==> src/rtl/gen_write_logic_capture_pkg.sv <==
// -----------------------------------------------------------------------------
// capture_pkg
//   Shared definitions for the packet-capture write path. It holds the default
//   geometry of the capture memories, the capture FSM state encoding and a
//   small helper that classifies states as busy.
// -----------------------------------------------------------------------------
package capture_pkg;

   // Default geometry of the capture memories
   localparam int unsigned NUM_MEM    = 24;                // capture memories
   localparam int unsigned PATH_W     = 9;                 // bits per ADC path
   localparam int unsigned ADDR_W     = 15;                // depth = 2**ADDR_W
   localparam int unsigned DLY_W      = 16;                // trigger delay width
   localparam int unsigned WORD_W     = 4 * PATH_W;        // 4 paths per word
   localparam int unsigned LAST_ADDR  = (1 << ADDR_W) - 1; // final write address
   localparam int unsigned MEM_48PATH = 12;                // memories used in 48-path mode

   typedef enum logic [2:0] {
      ST_IDLE    = 3'd0,
      ST_ARM     = 3'd1,
      ST_DELAY   = 3'd2,
      ST_CAPTURE = 3'd3,
      ST_DONE    = 3'd4
   } cap_state_t;

   // A run is in progress from arming until the buffer fills or is aborted
   function automatic logic is_busy(input cap_state_t s);
      return (s == ST_ARM) || (s == ST_DELAY) || (s == ST_CAPTURE);
   endfunction

endpackage

==> src/rtl/gen_write_logic_capture_word_pack.sv <==
// -----------------------------------------------------------------------------
// cap_word_pack
//   Combinational mapping of the flat ADC path bus into one memory word per
//   capture memory. Word i carries paths 4i..4i+3 with path 4i in the least
//   significant slot.
//
// Ports
//   adc_din : NUM_MEM*4 paths, path p at bits [p*PATH_W +: PATH_W]
//   words   : NUM_MEM words, word i at bits [i*4*PATH_W +: 4*PATH_W]
// -----------------------------------------------------------------------------
module cap_word_pack #(
   parameter int unsigned NUM_MEM = capture_pkg::NUM_MEM,
   parameter int unsigned PATH_W  = capture_pkg::PATH_W
) (
   input  logic [NUM_MEM*4*PATH_W-1:0] adc_din,
   output logic [NUM_MEM*4*PATH_W-1:0] words
);

   localparam int unsigned WW = 4 * PATH_W;

   always_comb begin
      words = '0;
      for (int unsigned i = 0; i < NUM_MEM; i++) begin
         for (int unsigned j = 0; j < 4; j++) begin
            words[i*WW + j*PATH_W +: PATH_W] = adc_din[(4*i + j)*PATH_W +: PATH_W];
         end
      end
   end

endmodule

==> src/rtl/gen_write_logic_capture.sv <==
// -----------------------------------------------------------------------------
// gen_write_logic_capture
//   Capture-side writer for the packet-capture memories. On each valid ADC
//   beat during a capture run it writes one packed word to every enabled
//   memory at a shared, incrementing address until the buffer is full. A run
//   is started from the register file, optionally waits for a rising edge on
//   ext_trig, then skips rf_trig_delay valid beats before capturing. The block
//   owns the memory ports only while mdio_read_en is low.
//
// Ports
//   clk, rst            : capture clock, synchronous active-high reset
//   rf_96path_en        : 1 = all memories written, 0 = lower half only
//   rf_cap_start_pulse  : one-cycle start request
//   rf_cap_abort_pulse  : one-cycle abort request (wins over start)
//   rf_trig_mode        : 0 = immediate, 1 = wait for ext_trig rising edge
//   rf_trig_delay       : valid beats skipped after the trigger
//   ext_trig            : external trigger level
//   mdio_read_en        : MDIO read path owns the memories
//   adc_vld, adc_din    : ADC beat strobe and flat path bus
//   mem_chip_en         : per-memory chip enable (registered)
//   mem_wr_en           : shared write strobe (registered)
//   mem_addr, mem_wdata : shared address and packed words (hold between writes)
//   cap_busy            : run in progress (ARM, DELAY, CAPTURE)
//   cap_done            : buffer filled
//   cap_wr_cnt          : words written in the current run
// -----------------------------------------------------------------------------
module gen_write_logic_capture #(
   parameter int unsigned NUM_MEM = capture_pkg::NUM_MEM,
   parameter int unsigned PATH_W  = capture_pkg::PATH_W,
   parameter int unsigned ADDR_W  = capture_pkg::ADDR_W,
   parameter int unsigned DLY_W   = capture_pkg::DLY_W
) (
   input  logic                          clk,
   input  logic                          rst,
   input  logic                          rf_96path_en,
   input  logic                          rf_cap_start_pulse,
   input  logic                          rf_cap_abort_pulse,
   input  logic                          rf_trig_mode,
   input  logic [DLY_W-1:0]              rf_trig_delay,
   input  logic                          ext_trig,
   input  logic                          mdio_read_en,
   input  logic                          adc_vld,
   input  logic [NUM_MEM*4*PATH_W-1:0]   adc_din,
   output logic [NUM_MEM-1:0]            mem_chip_en,
   output logic                          mem_wr_en,
   output logic [ADDR_W-1:0]             mem_addr,
   output logic [NUM_MEM*4*PATH_W-1:0]   mem_wdata,
   output logic                          cap_busy,
   output logic                          cap_done,
   output logic [ADDR_W:0]               cap_wr_cnt
);

   import capture_pkg::*;

   localparam int unsigned WW = 4 * PATH_W;

   cap_state_t              state_q, state_d;
   logic                    trig_q;
   logic                    mode96_q;
   logic [DLY_W-1:0]        dly_cnt_q;
   logic [ADDR_W:0]         wr_cnt_q;
   logic [NUM_MEM*WW-1:0]   pack_words;
   logic [NUM_MEM-1:0]      chip_mask;

   logic busy;
   logic abort;
   logic start_ok;
   logic trig_edge;
   logic arm_entry;
   logic dly_step;
   logic wr_fire;
   logic last_wr;

   cap_word_pack #(
      .NUM_MEM (NUM_MEM),
      .PATH_W  (PATH_W)
   ) u_pack (
      .adc_din (adc_din),
      .words   (pack_words)
   );

   // Control qualifiers shared by the FSM and the datapath
   always_comb begin
      busy      = is_busy(state_q);
      // MDIO taking the memories during a run can only be a rising level,
      // because a start is refused while mdio_read_en is high.
      abort     = busy && (rf_cap_abort_pulse || mdio_read_en);
      start_ok  = rf_cap_start_pulse && !rf_cap_abort_pulse && !mdio_read_en;
      trig_edge = ext_trig && !trig_q;
      dly_step  = (state_q == ST_DELAY) && adc_vld && (dly_cnt_q != rf_trig_delay);
      wr_fire   = (state_q == ST_CAPTURE) && adc_vld && !abort;
      last_wr   = wr_fire && (wr_cnt_q[ADDR_W-1:0] == '1);
   end

   // Next-state logic
   always_comb begin
      state_d   = state_q;
      arm_entry = 1'b0;
      case (state_q)
         ST_IDLE, ST_DONE: begin
            if (start_ok) begin
               state_d   = ST_ARM;
               arm_entry = 1'b1;
            end
         end
         ST_ARM: begin
            if (abort) begin
               state_d = ST_IDLE;
            end else if (!rf_trig_mode || trig_edge) begin
               state_d = ST_DELAY;
            end
         end
         ST_DELAY: begin
            // Leave as soon as the last skipped beat is counted so the very
            // next beat is captured; a zero delay leaves without counting.
            if (abort) begin
               state_d = ST_IDLE;
            end else if (dly_cnt_q == rf_trig_delay) begin
               state_d = ST_CAPTURE;
            end else if (dly_step && (DLY_W'(dly_cnt_q + 1'b1) == rf_trig_delay)) begin
               state_d = ST_CAPTURE;
            end
         end
         ST_CAPTURE: begin
            if (abort) begin
               state_d = ST_IDLE;
            end else if (last_wr) begin
               state_d = ST_DONE;
            end
         end
         default: state_d = ST_IDLE;
      endcase
   end

   // Memories above the 48-path half stay disabled when the run is 48-path
   always_comb begin
      chip_mask = '1;
      if (!mode96_q) begin
         for (int unsigned i = MEM_48PATH; i < NUM_MEM; i++) begin
            chip_mask[i] = 1'b0;
         end
      end
   end

   // State, run bookkeeping and registered memory port
   always_ff @(posedge clk) begin
      if (rst) begin
         state_q     <= ST_IDLE;
         trig_q      <= 1'b0;
         mode96_q    <= 1'b0;
         dly_cnt_q   <= '0;
         wr_cnt_q    <= '0;
         cap_done    <= 1'b0;
         mem_chip_en <= '0;
         mem_wr_en   <= 1'b0;
         mem_addr    <= '0;
         mem_wdata   <= '0;
      end else begin
         state_q     <= state_d;
         trig_q      <= ext_trig;
         mem_wr_en   <= wr_fire;
         mem_chip_en <= wr_fire ? chip_mask : '0;

         if (arm_entry) begin
            mode96_q  <= rf_96path_en;
            dly_cnt_q <= '0;
            wr_cnt_q  <= '0;
            cap_done  <= 1'b0;
         end else begin
            if (dly_step && !abort) begin
               dly_cnt_q <= dly_cnt_q + 1'b1;
            end
            if (wr_fire) begin
               wr_cnt_q <= wr_cnt_q + 1'b1;
            end
            if (last_wr) begin
               cap_done <= 1'b1;
            end
         end

         if (wr_fire) begin
            mem_addr  <= wr_cnt_q[ADDR_W-1:0];
            mem_wdata <= pack_words;
         end
      end
   end

   assign cap_busy   = busy;
   assign cap_wr_cnt = wr_cnt_q;

endmodule

==> config.mk <==
export PLATFORM = sky130hd
export DESIGN_NAME = gen_write_logic_capture
export DESIGN_NICKNAME = d
export VERILOG_FILES = /design/src/rtl/gen_write_logic_capture_pkg.sv /design/src/rtl/gen_write_logic_capture_word_pack.sv /design/src/rtl/gen_write_logic_capture.sv
export SDC_FILE = /design/constraint.sdc
export NUM_CORES = 2
export LEC_CHECK = 0
export CORE_AREA = 3 3 698 700
export CTS_BUF_LIST = sky130_fd_sc_hd__clkbuf_16
export DETAILED_ROUTE_END_ITERATION = 8
export DIE_AREA = 0 0 701 703
export PLACE_DENSITY = 0.34
export SKIP_CTS_REPAIR_TIMING = 1
export SLEW_MARGIN = 20
export SYNTH_ARGS = -nofsm -noshare
export SYNTH_HDL_FRONTEND = slang
export SYNTH_SLANG_ARGS = --single-unit
==> constraint.sdc <==
create_clock -name clk -period 5.6 [get_ports clk]
set_clock_uncertainty 0.05 [all_clocks]
set_input_delay 0.84 -clock clk [delete_from_list [all_inputs] [get_ports clk]]
set_output_delay 0.84 -clock clk [all_outputs]
set_load 0.01 [all_outputs]
# Yosys cells after proc, flatten, opt, wreduce, memory -nomap -nowiden
# Index checks and enable logic that the tools add are counted.
# word_totals
regBits	942
inputBits	889
out_inout_bits	922
# op_classes
bitwise	1
n_eq_ne	12
n_addsub	2
muxes	13
reduce_logical	25
# ops
op	n
16-bit by 1-bit adder with 16-bit output (second input constant)	2
16-bit == test	2
12-bit 2-to-1 mux	2
3-bit 2-to-1 mux	8
16-bit inequality test	1
15-bit == test (second input constant)	1
3-bit one-hot mux with 4 select lines	1
1-bit logical AND	11
3-bit by 2-bit == test with 1-bit output (second input constant)	2
2-bit OR reduction	3
1-bit zero test	5
1-bit logical OR	4
4-bit by 2-bit inequality test with 1-bit output (second input constant)	1
4-bit AND reduction	1
3-bit by 1-bit == test with 1-bit output (second input constant)	1
3-bit == test (second input constant)	1
3-bit zero test	1
3-bit by 2-bit inequality test with 1-bit output (second input constant)	1
3-bit inequality test (second input constant)	1
1-bit 2-to-1 mux	2
2-bit inequality test (second input constant)	1
1-bit NOT	1

# Logic depth before layout (Yosys ltp)
# depth
depth_word	10
depth_mapped	9
mapped_depth_nobuf	7

# Hierarchy
# From an unflattened synthesis, not the netlist that was laid out.
# hier_totals
cells_unflattened	4983
hier_area_um2	38678.3
# by_module_without_submodules
module	seq_area_each_um2	area_per_inst_um2	cells_each	n_inst
gen_write_logic_capture	18397.6	32192.1	4119	1
cap_word_pack	0.0	6486.2	864	1

# Worst setup path after synthesis
# Ideal clock, no wire load.
# synth_path
path_kind	input to register
start	input mdio_read_en
end	register mem_wdata[733]
path_stages	7
arrival_time_ns	2.475
path_slack_ns	3.005
setup_ns	0.070
path_cell_list	nor4b_1 and2_1 clkbuf_1 clkbuf_1 buf_1 nand2_1 a21oi_1
# synth_between
elab_chain_len	4
# synth_rtl
item	line_no	rtl
start: declaration	gen_write_logic_capture.sv:41	input logic mdio_read_en,
1-bit logical OR	gen_write_logic_capture.sv:87	abort = busy && (rf_cap_abort_pulse || mdio_read_en);
1-bit logical AND	gen_write_logic_capture.sv:87	
1-bit zero test	gen_write_logic_capture.sv:91	wr_fire = (state_q == ST_CAPTURE) && adc_vld && !abort;
1-bit logical AND	gen_write_logic_capture.sv:91	
end signal: assignment	gen_write_logic_capture.sv:183	mem_wdata <= pack_words;
end: declaration	gen_write_logic_capture.sv:47	output logic [NUM_MEM*4*PATH_W-1:0] mem_wdata,
# Every way passes these cells.
# A chain may end at the register's enable or synchronous reset.

# Worst setup path in the final report
# layout_path
start	input mdio_read_en
end	register mem_wdata[391]
# Same word-level chain as after synthesis.

==> impl_metrics.tcl <==
set metrics [dict create \
    postSynthCellCount 4119 \
    finalHoldViolCount 0 \
    final_cell_mix "1809 x clkdlybuf4s50_1, 1775 x nand2_1, 919 x dfxtp_1" \
    critPathTopFamily "simple AND/OR/NAND/NOR gates" \
    final_common_cell "clkdlybuf4s50_1" \
    antenna_found_initial 296 \
    drc_errors 0 \
    use_met1_pct 15.0 \
    critical_path.cell_chain "clkdlybuf4s50_1 -> nor4b_1 -> and2_4 -> buf_12 -> buf_4 -> nand2_1 -> a21oi_1" \
    synthDistinctLibCells 45 \
    setup_viol 0 \
    ys_seq_area_share_pct 57.1 \
    min_path_type "register to register" \
    arrival_ns 4.00 \
    die_h_um 703 \
    ant_nets 0 \
    async_reset_ff_share_pct 0 \
    grt_start_max_net_pins 137 \
    synth_top_flop_cell "dfxtp_1" \
    clk-insertion-delay-late_ns 0.86 \
    cp.buffers_inverters 3 \
    cts_htree_levels 4 \
    cts_buffers 145 \
    place.gp.congestion 0.885 \
    min_to "mem_wdata[39]$_SDFFE_PP0P_" \
    routedWlPerCell_um 34.7 \
    syn_area_um2 32200 \
    grt_pass1_wl_mm 510 \
    rr_endpoint "mem_wdata[391]$_SDFFE_PP0P_" \
    cts_num_sinks 919 \
    r2r_cells 6 \
    cap_violations 0 \
    period_needed_ns 3.28 \
    power_density_nw_per_um2 265 \
    grt_setup_unrepaired "false" \
    holdPathStages 2 \
    critical-path-max-stage-delay_ns 0.80 \
    num_io_pins 1811 \
    busiest_layer "met2" \
    drt-vias-per-instance 2.98 \
    placementRows 255 \
    fmax_mhz 305 \
    r2r_slack_ns 2.33 \
    rr_startpoint "state_q[1]$_SDFFE_PP0P_" \
    ys_ff_latch 919 \
    crit_slowest_cell "nor4b_1" \
    yosys_warnings 0 \
    cts_tree "done" \
    syn-num-nets 5010 \
    drt_iter0_markers 2179 \
    worstPathMaxFanout 37 \
    cts_root_buffer "clkbuf_16" \
    drt-pass1-iter-count 5 \
    grt_usage_pct 16.7 \
    use_met2_pct 29.4 \
    start_kind "input port" \
    avgSynthCellArea_um2 7.82 \
    post-route-period-util_pct 58.6 \
    die_x_um 701 \
    crit_type "input port to register" \
    nNetsFinal 6713 \
    hold_slack_ns 0.401 \
    cp-end-kind "register" \
    die_area_um2 493000 \
    clk_path_buf_depth 4 \
    overflow 0 \
    leakagePower_uw 0.0188 \
    portBuffers 1810 \
    start_util_pct 6.68 \
    ir_drop_mv 0.187 \
    layout-drive-gt1-share_pct 4.79 \
    drv_slew 0 \
    synthToLayoutAreaGrowth_pct 94.1 \
    status "complete, no violations" \
    cp.required_ns 6.32 \
    design.core.area_um2 482000 \
    vias 37000 \
    tightest_slew_ns 1.11 \
    tns_ns 0 \
    wl_mm 430 \
    grt_pass1_vias 35900 \
    max-slew-margin-rel_pct 25.9 \
    global_route.usage.met3_pct 11.7 \
    min_from "mem_wdata[39]$_SDFFE_PP0P_" \
    dpl.hpwl_mm 376 \
    path_clk_slew_ns 0.05 \
    synth_edf_count 0 \
]
[report_power, final]
| group | internal (uW) | switching, uW |
|---|---|---|
| clock network | 5180 | 3890 |
| registers | 6540 | 1.45 |
| logic | 574 | 339 |
| total | 12300 | 4230 |
[area by class of cell]
class                           instances  area (um^2)
Fill cell                           55600       419000
Timing Repair Buffer                 1886        19000
Clock inverter                        108          801
Inverter                                5         18.8
Antenna cell                           44          110
Clock buffer                          147         3680
Sequential cell                       919        18400
Tap cell                             6425         8040
Multi-Input combinational cell       2865        12500
[cells by family after synthesis]
family	Yosys count	share of synthesized area (%)
flip-flops	919	57.1
buffers and inverters	335	4.19
AO/OA/AOI/OAI	937	14.8
AND/OR/NAND/NOR	1884	22.7
adder cells (fa/ha/maj)	2	0.0777
multiplexers	4	0.124
XOR/XNOR	38	1.03
[synth_stat cells, types with 4 or more instances]
cell          n  share of area, %
a21oi_1     900                14
and2_1        5             0.097
and3_1        4             0.078
buf_1         7             0.082
buf_2         5             0.078
buf_4        23              0.54
clkbuf_1    295               3.4
dfxtp_1     919                57
inv_1         5             0.058
mux2i_1       4              0.12
nand2_1    1776                21
nand3_1      14              0.22
nand4_1       8              0.16
nor2_1       30              0.35
nor3_1        6             0.093
nor4_1        5             0.097
o2111ai_1     4              0.11
o21ai_0      17              0.26
o31ai_1       4             0.093
or3_1        13              0.25
or4_1         4             0.093
xnor2_1      17              0.46
xor2_1       21              0.57
[worst reg2reg max path: cells and delay by family, from the launching register on]
family          cells  cell delay [ns]
simple gates        3             1.64
buf+inv             2             0.91
flops               1             0.46
compound gates      1             0.15
[registers in the layout, summed over array words and instances, names as in the netlist, 2 cells and up]
name	cells
mem_addr	15
mem_wdata	864
dly_cnt_q	16
mem_chip_en	2
state_q	3
cap_wr_cnt	16
[how the worst max path moves through the flow]
stage,startpoint,end,depth (start not counted)
finish,mdio_read_en,mem_wdata[391]$_SDFFE_PP0P_,7
global route,state_q[1]$_SDFFE_PP0P_,mem_wdata[439]$_SDFFE_PP0P_,6
CTS,state_q[0]$_SDFFE_PP0P_,cap_busy,3
detailed placement,mdio_read_en,mem_wdata[391]$_SDFFE_PP0P_,7
global placement,mdio_read_en,mem_wdata[22]$_SDFFE_PP0P_,7
floorplan,mdio_read_en,mem_wdata[733]$_SDFFE_PP0P_,7
[routing by layer]
metal	up-vias	wire length, um	share of wire, %
met5	-	888	0.21
met4	138	17900	4.2
met3	755	66400	15
met2	1764	211000	49
met1	17500	134000	31
li1	16800	-	-
[metrics by stage]
stage | instances | worst slack (ns) | util (%) | instance area (um^2) | power [uW]
global route | 12400 | 2.07 | 12.9 | 62400 | 17200
CTS | 12400 | 2.21 | 12.9 | 62400 | 17000
detailed placement | 12100 | 1.36 | 12.0 | 57900 | 7610
global placement | 12100 | 1.38 | 12.0 | 57900 | 7610
floorplan | 4119 | 3.00 | - | 32200 | 6800
finish | 12400 | 2.32 | 13.0 | 62500 | 16500
(Power assumes the default switching activity.)
